[src/rtl/pipe_stall_controller.sv]
// pipe_stall_controller
//   Central sequencer for the 5-stage scalar/vector pipeline. Turns EX/MEM
//   completion handshakes and branch resolution into PC write-enable,
//   pipe-register enables, bubble inserts and flushes. Outputs are Mealy:
//   a stall freezes stages in the same cycle the condition appears.
//
//   Ports
//     CLK, RST            clock (rising edge), async active-low reset
//     ex_multi_i/ex_ready_i    multi-cycle EX op / EX done
//     mem_multi_i/mem_ready_i  multi-cycle MEM access / MEM done
//     branch_taken_i      branch resolved taken in EX
//     halt_i              end-of-program halt request
//     pc_we_o, en_*_o     PC and pipe-register enables
//     bubble_*_o          load zeroed controls into EX/MEM, MEM/WB
//     flush_o             clear IF/ID and ID/EX
//     mem_start_o         one-cycle start pulse to MEM
//     timeout_o           sticky stall-watchdog flag
//     state_o             RUN=0 EX_WAIT=1 MEM_WAIT=2 FLUSH=3 HALT=4
//     stall_cnt_o         consecutive stall cycles, saturating
//
//   Build option STALL_PERF_EN adds perf_ex_stall_o, perf_mem_stall_o and
//   perf_flush_o (32-bit wrapping cycle counters).
module pipe_stall_controller #(
  parameter int MAX_STALL    = 64,
  parameter int FLUSH_CYCLES = 1,
  parameter int CW           = 8
) (
  input  logic          CLK,
  input  logic          RST,
  input  logic          ex_multi_i,
  input  logic          ex_ready_i,
  input  logic          mem_multi_i,
  input  logic          mem_ready_i,
  input  logic          branch_taken_i,
  input  logic          halt_i,
  output logic          pc_we_o,
  output logic          en_if_id_o,
  output logic          en_id_ex_o,
  output logic          en_ex_mem_o,
  output logic          en_mem_wb_o,
  output logic          bubble_ex_mem_o,
  output logic          bubble_mem_wb_o,
  output logic          flush_o,
  output logic          mem_start_o,
  output logic          timeout_o,
  output logic [2:0]    state_o,
  output logic [CW-1:0] stall_cnt_o
`ifdef STALL_PERF_EN
  ,
  output logic [31:0]   perf_ex_stall_o,
  output logic [31:0]   perf_mem_stall_o,
  output logic [31:0]   perf_flush_o
`endif
);

  typedef enum logic [2:0] {
    S_RUN      = 3'd0,
    S_EX_WAIT  = 3'd1,
    S_MEM_WAIT = 3'd2,
    S_FLUSH    = 3'd3,
    S_HALT     = 3'd4
  } state_t;

  localparam logic [31:0]   WD_LIM  = 32'(MAX_STALL - 1);
  localparam logic [CW-1:0] CNT_MAX = '1;
  // Remaining FLUSH-state cycles after the branch cycle itself.
  localparam logic [1:0]    FL_INIT = 2'(FLUSH_CYCLES - 1);

  state_t        state, nxt;
  logic [1:0]    fcnt;
  logic [CW-1:0] cnt;
  logic          timeout_q, mm_q;

  logic mstall, xstall;
  // Decode classes: mem-stall, ex-stall, advance with branch handling,
  // advance without branch handling (MEM_WAIT exit), flush-state cycle.
  logic dec_ms, dec_xs, dec_go, dec_open, dec_fl;
  logic all_en, stalled, trip, fl_load, flush_act;

  assign mstall = mem_multi_i & ~mem_ready_i;
  assign xstall = ex_multi_i & ~ex_ready_i;

  always_comb begin
    dec_ms   = 1'b0;
    dec_xs   = 1'b0;
    dec_go   = 1'b0;
    dec_open = 1'b0;
    dec_fl   = 1'b0;
    fl_load  = 1'b0;
    nxt      = state;
    case (state)
      // EX_WAIT decodes like RUN: mem stall wins, ex stall holds, and
      // completion advances with the same branch handling as RUN.
      S_RUN, S_EX_WAIT: begin
        if (mstall) begin
          dec_ms = 1'b1;
          nxt    = S_MEM_WAIT;
        end else if (xstall) begin
          dec_xs = 1'b1;
          nxt    = S_EX_WAIT;
        end else begin
          dec_go = 1'b1;
          nxt    = S_RUN;
          if (branch_taken_i && FLUSH_CYCLES > 1) begin
            nxt     = S_FLUSH;
            fl_load = 1'b1;
          end
        end
      end
      S_MEM_WAIT: begin
        if (mstall) begin
          dec_ms = 1'b1;
        end else if (xstall) begin
          // MEM done but EX still busy: hand over to the EX stall directly
          dec_xs = 1'b1;
          nxt    = S_EX_WAIT;
        end else begin
          dec_open = 1'b1;
          nxt      = S_RUN;
        end
      end
      S_FLUSH: begin
        dec_fl = 1'b1;
        if (fcnt <= 2'd1) nxt = S_RUN;
      end
      S_HALT: ;
      default: nxt = S_RUN;
    endcase
    stalled = dec_ms | dec_xs;
    trip    = stalled && (32'(cnt) >= WD_LIM);
    if ((halt_i || trip) && state != S_HALT) nxt = S_HALT;
  end

  assign all_en    = dec_go | dec_open | dec_fl;
  assign flush_act = dec_fl | (dec_go & branch_taken_i);

  // Everything combinational is forced low while reset is held.
  assign pc_we_o         = RST & all_en;
  assign en_if_id_o      = RST & all_en;
  assign en_id_ex_o      = RST & all_en;
  assign en_ex_mem_o     = RST & (all_en | dec_xs);
  assign en_mem_wb_o     = RST & (all_en | dec_xs);
  assign bubble_ex_mem_o = RST & dec_xs;
  assign bubble_mem_wb_o = RST & dec_ms;
  assign flush_o         = RST & flush_act;
  assign mem_start_o     = RST & mem_multi_i & ~mm_q &
                           (state == S_RUN || state == S_EX_WAIT);
  assign timeout_o       = timeout_q;
  assign state_o         = state;
  assign stall_cnt_o     = cnt;

  always_ff @(posedge CLK or negedge RST) begin
    if (!RST) begin
      state     <= S_RUN;
      fcnt      <= '0;
      cnt       <= '0;
      timeout_q <= 1'b0;
      mm_q      <= 1'b0;
    end else begin
      state <= nxt;
      mm_q  <= mem_multi_i;
      if (fl_load)                   fcnt <= FL_INIT;
      else if (dec_fl && fcnt != '0) fcnt <= fcnt - 2'd1;
      if (stalled) begin
        if (cnt != CNT_MAX) cnt <= cnt + CW'(1);
      end else begin
        cnt <= '0;
      end
      if (trip) timeout_q <= 1'b1;
    end
  end

`ifdef STALL_PERF_EN
  logic [31:0] perf_ex, perf_mem, perf_fl;

  always_ff @(posedge CLK or negedge RST) begin
    if (!RST) begin
      perf_ex  <= '0;
      perf_mem <= '0;
      perf_fl  <= '0;
    end else begin
      if (dec_xs)    perf_ex  <= perf_ex + 32'd1;
      if (dec_ms)    perf_mem <= perf_mem + 32'd1;
      if (flush_act) perf_fl  <= perf_fl + 32'd1;
    end
  end

  assign perf_ex_stall_o  = perf_ex;
  assign perf_mem_stall_o = perf_mem;
  assign perf_flush_o     = perf_fl;
`endif

endmodule

[config.mk]
export PLATFORM = sky130hd
export DESIGN_NAME = pipe_stall_controller
export DESIGN_NICKNAME = d
export VERILOG_FILES = /design/src/rtl/pipe_stall_controller.sv
export SDC_FILE = /design/constraint.sdc
export NUM_CORES = 1
export LEC_CHECK = 0
export CORE_ASPECT_RATIO = 1.4
export CORE_MARGIN = 2
export CORE_UTILIZATION = 40
export DETAILED_ROUTE_END_ITERATION = 8
export GPL_TIMING_DRIVEN = 0
export PLACE_DENSITY = 0.81
export REMOVE_ABC_BUFFERS = 1
export SLEW_MARGIN = 20
export SYNTH_ARGS = -nofsm -noshare
export SYNTH_HDL_FRONTEND = slang
export SYNTH_SLANG_ARGS = --single-unit
[constraint.sdc]
create_clock -name CLK -period 2.5 [get_ports CLK]
set_clock_uncertainty 0.15 [all_clocks]
set_input_delay 0.75 -clock CLK [delete_from_list [all_inputs] [get_ports CLK]]
set_output_delay 0.75 -clock CLK [all_outputs]
set_load 0.01 [all_outputs]
# After elaboration in Yosys (flattened, before gate mapping)

Index checks and enable logic that the tools add are counted.
W data, S select, Z words.

Flip-flop bits (word level): 15
Input bits: 8
Output and inout bits: 21
Logic and storage cells: 66

Add/subtract/negate cells: 2
$lt $le $gt $ge: 2
Eq/ne operators: 10
Mux-type cells: 18
Bitwise logic cells: 19
Reduce and logical (&&, ||, !) cells: 10

Operator list:

| operator              | count |
|---|---|
| $mux W8               | 2 |
| $pmux W3 S4           | 1 |
| $and A1 B1 Y1         | 11 |
| $mux W1               | 11 |
| $mux W3               | 3 |
| $ne A3 B3 Y1 const B  | 3 |
| $add A8 B1 Y8 const B | 1 |
| $ge A8 B6 Y1 const B  | 1 |
| $ne A8 B8 Y1 const B  | 1 |
| $eq A3 B2 Y1 const B  | 2 |
| $or A1 B1 Y1          | 5 |
| $eq A3 B1 Y1 const B  | 1 |
| $eq A3 B3 Y1 const B  | 1 |
| $logic_and A1 B1 Y1   | 3 |
| $logic_not A3 Y1      | 1 |
| $not A1 Y1            | 3 |
| $reduce_and A3 Y1     | 1 |
| $reduce_or A3 Y1      | 1 |
| $le A2 B1 Y1 const B  | 1 |
| $logic_or A1 B1 Y1    | 2 |
| $mux W2               | 1 |
| $ne A2 B1 Y1 const B  | 1 |
| $ne A2 B2 Y1 const B  | 1 |
| $reduce_bool A2 Y1    | 1 |
| 2 further kinds       | 2 |

# Depth between registers and ports, before layout

Depth in word-level cells: 11
Gate-level depth with buffers: 5
Gate-level depth less buffers: 5

# Worst setup path after synthesis

No wires, ideal clock.

Path kind: input -> output
From: input port ex_ready_i
To: output port en_if_id_o
Arrival time: 1382 ps
Data required time: 1600 ps
Setup slack: 218 ps
Stages on the path: 4
Buffers on the path: 1
Cell sequence: nand2b_1 > a21boi_1 > nor2_1 > buf_4

Word-level cells in the longest chain between the ends: 8
Elaborated cells on any way between the ends: 9
Those cells by class: mux (4); bitwise (5)

Ends and longest elaborated chain:

| what                        | RTL line | RTL |
|---|---|---|
| from (decl)                 | 31       | `input logic ex_ready_i,` |
| $not A1 Y1 *                | 81       | `assign xstall = ex_multi_i & ~ex_ready_i;` |
| $and A1 B1 Y1 *             | 81       |  |
| $mux W1 *                   | 98, 113  |  |
| $mux W1 *                   | 111      | `if (mstall) begin` |
| $mux W1                     | 91       | `case (state)` |
| $or A1 B1 Y1 * (2 in a row) | 134      | `assign all_en = dec_go \| dec_open \| dec_fl;` |
| $and A1 B1 Y1 *             | --       |  |
| to (decl)                   | 37       | `output logic en_if_id_o,` |

Every way passes the cells marked *; elsewhere a longest branch is shown, timed or not.

# Worst setup path in the final report

From: input port branch_taken_i
To: output port flush_o

Word-level cells in the longest chain between the ends: 3

Ends and longest elaborated chain:

| what          | RTL line | RTL |
|---|---|---|
| from (decl)   | 34       | `input logic branch_taken_i,` |
| $and A1 B1 Y1 | 135      | `assign flush_act = dec_fl \| (dec_go & branch_taken_i);` |
| $or A1 B1 Y1  | 135      |  |
| $and A1 B1 Y1 | 145      | `assign flush_o = RST & flush_act;` |
| to (decl)     | 43       | `output logic flush_o,` |

Every way passes these cells.

==> results.txt <==
* Worst Setup Path Type: in2out
- Synth Register Bits: 15
* Max-slew violation total from the final report: 0
- Number of vias in the routed layout: 814
- The total count of hold-check failures in the final report was 0.
- Synthesis produced a netlist whose cell count is 93.
* Area of the placeable core: 2180 µm²
- The first global-routing pass estimated 3.54 mm of wire.
* Number of levels the H-tree was split into: 1
- Of the available clock period, the critical path in the final layout requires 0.981.
* Number of clock sinks: 15
* Ranking of synthesized cells by instance count: sky130_fd_sc_hd__dfrtp_1, sky130_fd_sc_hd__a21oi_1, sky130_fd_sc_hd__nor2_1, sky130_fd_sc_hd__nor3_2
* Number of input and output port buffers inserted: 28
- Residual antenna-violating net count after detailed routing: 0
- TritonCTS built the clock tree.
- The tree is rooted in a sky130_fd_sc_hd__clkbuf_4.
- Initial Utilization: 0.418
* Worst rel slew slack: 0.653
- Required time at the endpoint of the critical path: 1.60 ns
- Count of warnings emitted by yosys: 0
* Worst-margin pin slew: 0.520 ns
- STA classifies the critical path startpoint as an input pin.
- Main flop type after synthesis: sky130_fd_sc_hd__dfrtp_1
* Worst vdd ir: 0.000284 V
- A synthesized cell averages 9.79 µm².
- Netlist Area Pre-Place: 911 µm²
- Mean routed wirelength per cell: 14.7 µm
- In this run the worst path has a maximum fanout of 1.
- Measured along the y axis, the die boundary spans 60.5 µm.
- sky130_fd_sc_hd__dfrtp_1 takes more of the synthesized area than any other cell.
- Number of enable flip-flop cells after synthesis: 0
- Final net count: 131
* Max clock buf depth: 2
- 29 I/O pins were placed.
* Clock latency of the later-clocked register in the worst-skew pair: 0.28 ns
* Leakage Power: 0.000485 µW
- Post-layout min period: 2.45 ns
- For this run, the total global-route usage over all layers was measured as 0.181.
- Most frequent cell after synthesis: sky130_fd_sc_hd__dfrtp_1
* Share of the yosys chip area belonging to registers: 0.412
- Entering global routing, the biggest net connects 17 pins.
* Die footprint: 2680 µm²
* Worst Hold Margin: 0.129 ns
- Ys async rst share: 1.00
- Share of post-route cells with drive strength above 1: 0.269
- Drc violations: 0
* Power density over cell area: 343 nW/µm²
- Counting distinct cell types in the post-synthesis netlist gives 35.
- Fill cells in the final layout number 215.
- Max capacitance violation total: 0
- For this run the aggregate overflow at the end of global routing stands at 0.
- The share of synthesized area in the top cell type comes to 0.412.
* CTS buffer count: 3
- Data arrives at the worst endpoint at 1.55 ns.
* Die Wd: 44.3 µm
- Initial drt markers: 12
- For this design, the CTS-stage hold fixing added 0 buffers.
- Routed vias/inst: 5.77
- After floorplanning, the core was divided into 20 placement rows.
- Initial antenna violation count: 0
- Sum of net half-perimeters after detailed placement: 1.56 mm
- Yosys attributes the largest share of cell area to sky130_fd_sc_hd__dfrtp_1, sky130_fd_sc_hd__nor3_2, sky130_fd_sc_hd__a21oi_1.
* Result of the run: finished, final reports clean
- Antenna diodes: 0
- Endpoint class of the critical path: output port
* Clock-pin transition on the worst setup and hold timing paths: 0.08 ns
- Final WL: 2.07 mm
- Min-Delay Path Class: in2async
* Pwr Total: 417 µW
* Max Freq: 0.408 GHz
* Final weighted congestion in routability-driven placement: 0.798
- The number of global-route vias before repair was 813.
* Area Growth Syn to Fin: 33.5%
- Setup violations remaining at the end of the flow were counted as 0.
- Iteration count of the initial detailed-routing pass: 4
==> flip-flops by register name, summed over array words and instances (netlist names) <==
register / count
mm_q: 1
timeout_o: 1
fcnt: 2
stall_cnt_o: 8
state_o: 3
==> worst max-delay path, cell delays in order <==
cell and delay, ns:
sky130_fd_sc_hd__clkdlybuf4s50_1 0.46, sky130_fd_sc_hd__nand4b_1 0.09, sky130_fd_sc_hd__a21oi_1 0.12, sky130_fd_sc_hd__buf_2 0.14
==> where the power goes <==
| part | leakage, µW | internal, µW | switching [µW] | total (µW) |
|---|---|---|---|---|
| clock network | 0.0000150 | 61.9 | 71.4 | 133 |
| logic | 0.000271 | 20.5 | 17.5 | 38.0 |
| registers | 0.000200 | 245 | 1.12 | 246 |
| total | 0.000485 | 327 | 90.0 | 417 |
==> cells by family (layout without fill, tap and decap cells) <==
group | after synthesis | after routing | share of synthesized area
simple gates | 40 | 40 | 0.290
compound gates | 24 | 24 | 0.177
flops | 15 | 15 | 0.412
buf+inv | 9 | 35 | 0.0591
fa+ha+maj | 3 | 3 | 0.0412
xor+xnor | 1 | 1 | 0.00962
mux | 1 | 1 | 0.0110
==> what timing repair did <==
action,CTS,global route
endpoints found under the setup margin,9,9
pin swaps,0,1
gates resized for setup,46,8
buffers inserted,1,0
==> worst paths after layout <==
| path | from | end | slack, ns | cells after the start |
|---|---|---|---|---|
| max reg2reg | stall_cnt_o[0] | state_o[0] | 0.73 | 4 |
| min in group CLK | timeout_o | timeout_o | 0.33 | 1 |
| max in group asynchronous | RST | timeout_o | 1.92 | 1 |
| min | RST | stall_cnt_o[5] | 0.13 | 1 |
| max | branch_taken_i | flush_o | 0.05 | 4 |
| min reg2reg | timeout_o | timeout_o | 0.33 | 1 |
==> through the flow <==
stage / setup TNS, ns / instances / cell area [µm²] / util / setup slack, ns
after floorplan: 0 / 86 / 865 / - / 0.216
after global placement: -10.19 / 136 / 1170 / 0.539 / -1.25
after detailed placement: -10.68 / 136 / 1170 / 0.539 / -1.29
after CTS: 0 / 141 / 1220 / 0.559 / 0.00104
after global routing: -0.0157 / 141 / 1220 / 0.559 / -0.00760
final: 0 / 141 / 1220 / 0.559 / 0.0468
==> final cells by class <==
class / instances / area, µm² / area share
Multi-Input combinational cell: 69 / 526 / 0.432
Sequential cell: 15 / 375 / 0.309
Timing Repair Buffer: 29 / 254 / 0.209
Tap cell: 22 / 27.5 / 0.0226
Clock buffer: 4 / 26.3 / 0.0216
Inverter: 2 / 7.51 / 0.00617
==> layer usage <==
metal,global-route usage,vias up,part of all wire
met5,0,-,0
met4,0.0909,0,0.010
met3,0.0238,2,0.073
met2,0.319,34,0.52
met1,0.212,385,0.40
li1,-,393,-
==> layout by cell type, fill, tap and decap left out, drive strengths merged <==
cell type | Yosys | final
a2111oi | 2 | 2
a211oi | 1 | 1
a21boi | 2 | 2
a21oi | 8 | 8
a221o | 1 | 1
a311oi | 1 | 1
a31oi | 4 | 4
and3 | 3 | 3
and4 | 2 | 2
and4b | 1 | 1
buf | 5 | 6
clkbuf | 2 | 7
clkdlybuf4s15 | 0 | 4
clkdlybuf4s50 | 0 | 14
dfrtp | 15 | 15
dlygate4sd2 | 0 | 2
ha | 3 | 3
inv | 2 | 2
mux2i | 1 | 1
nand2 | 4 | 4
nand2b | 3 | 3
nand3 | 4 | 4
nand4 | 2 | 2
nand4b | 1 | 1
nor2 | 7 | 7
nor2b | 2 | 2
nor3 | 10 | 10
nor4b | 1 | 1
o21a | 1 | 1
o21ai | 3 | 3
o21bai | 1 | 1
xnor2 | 1 | 1
No activity file was read; power rests on OpenSTA's default activity.
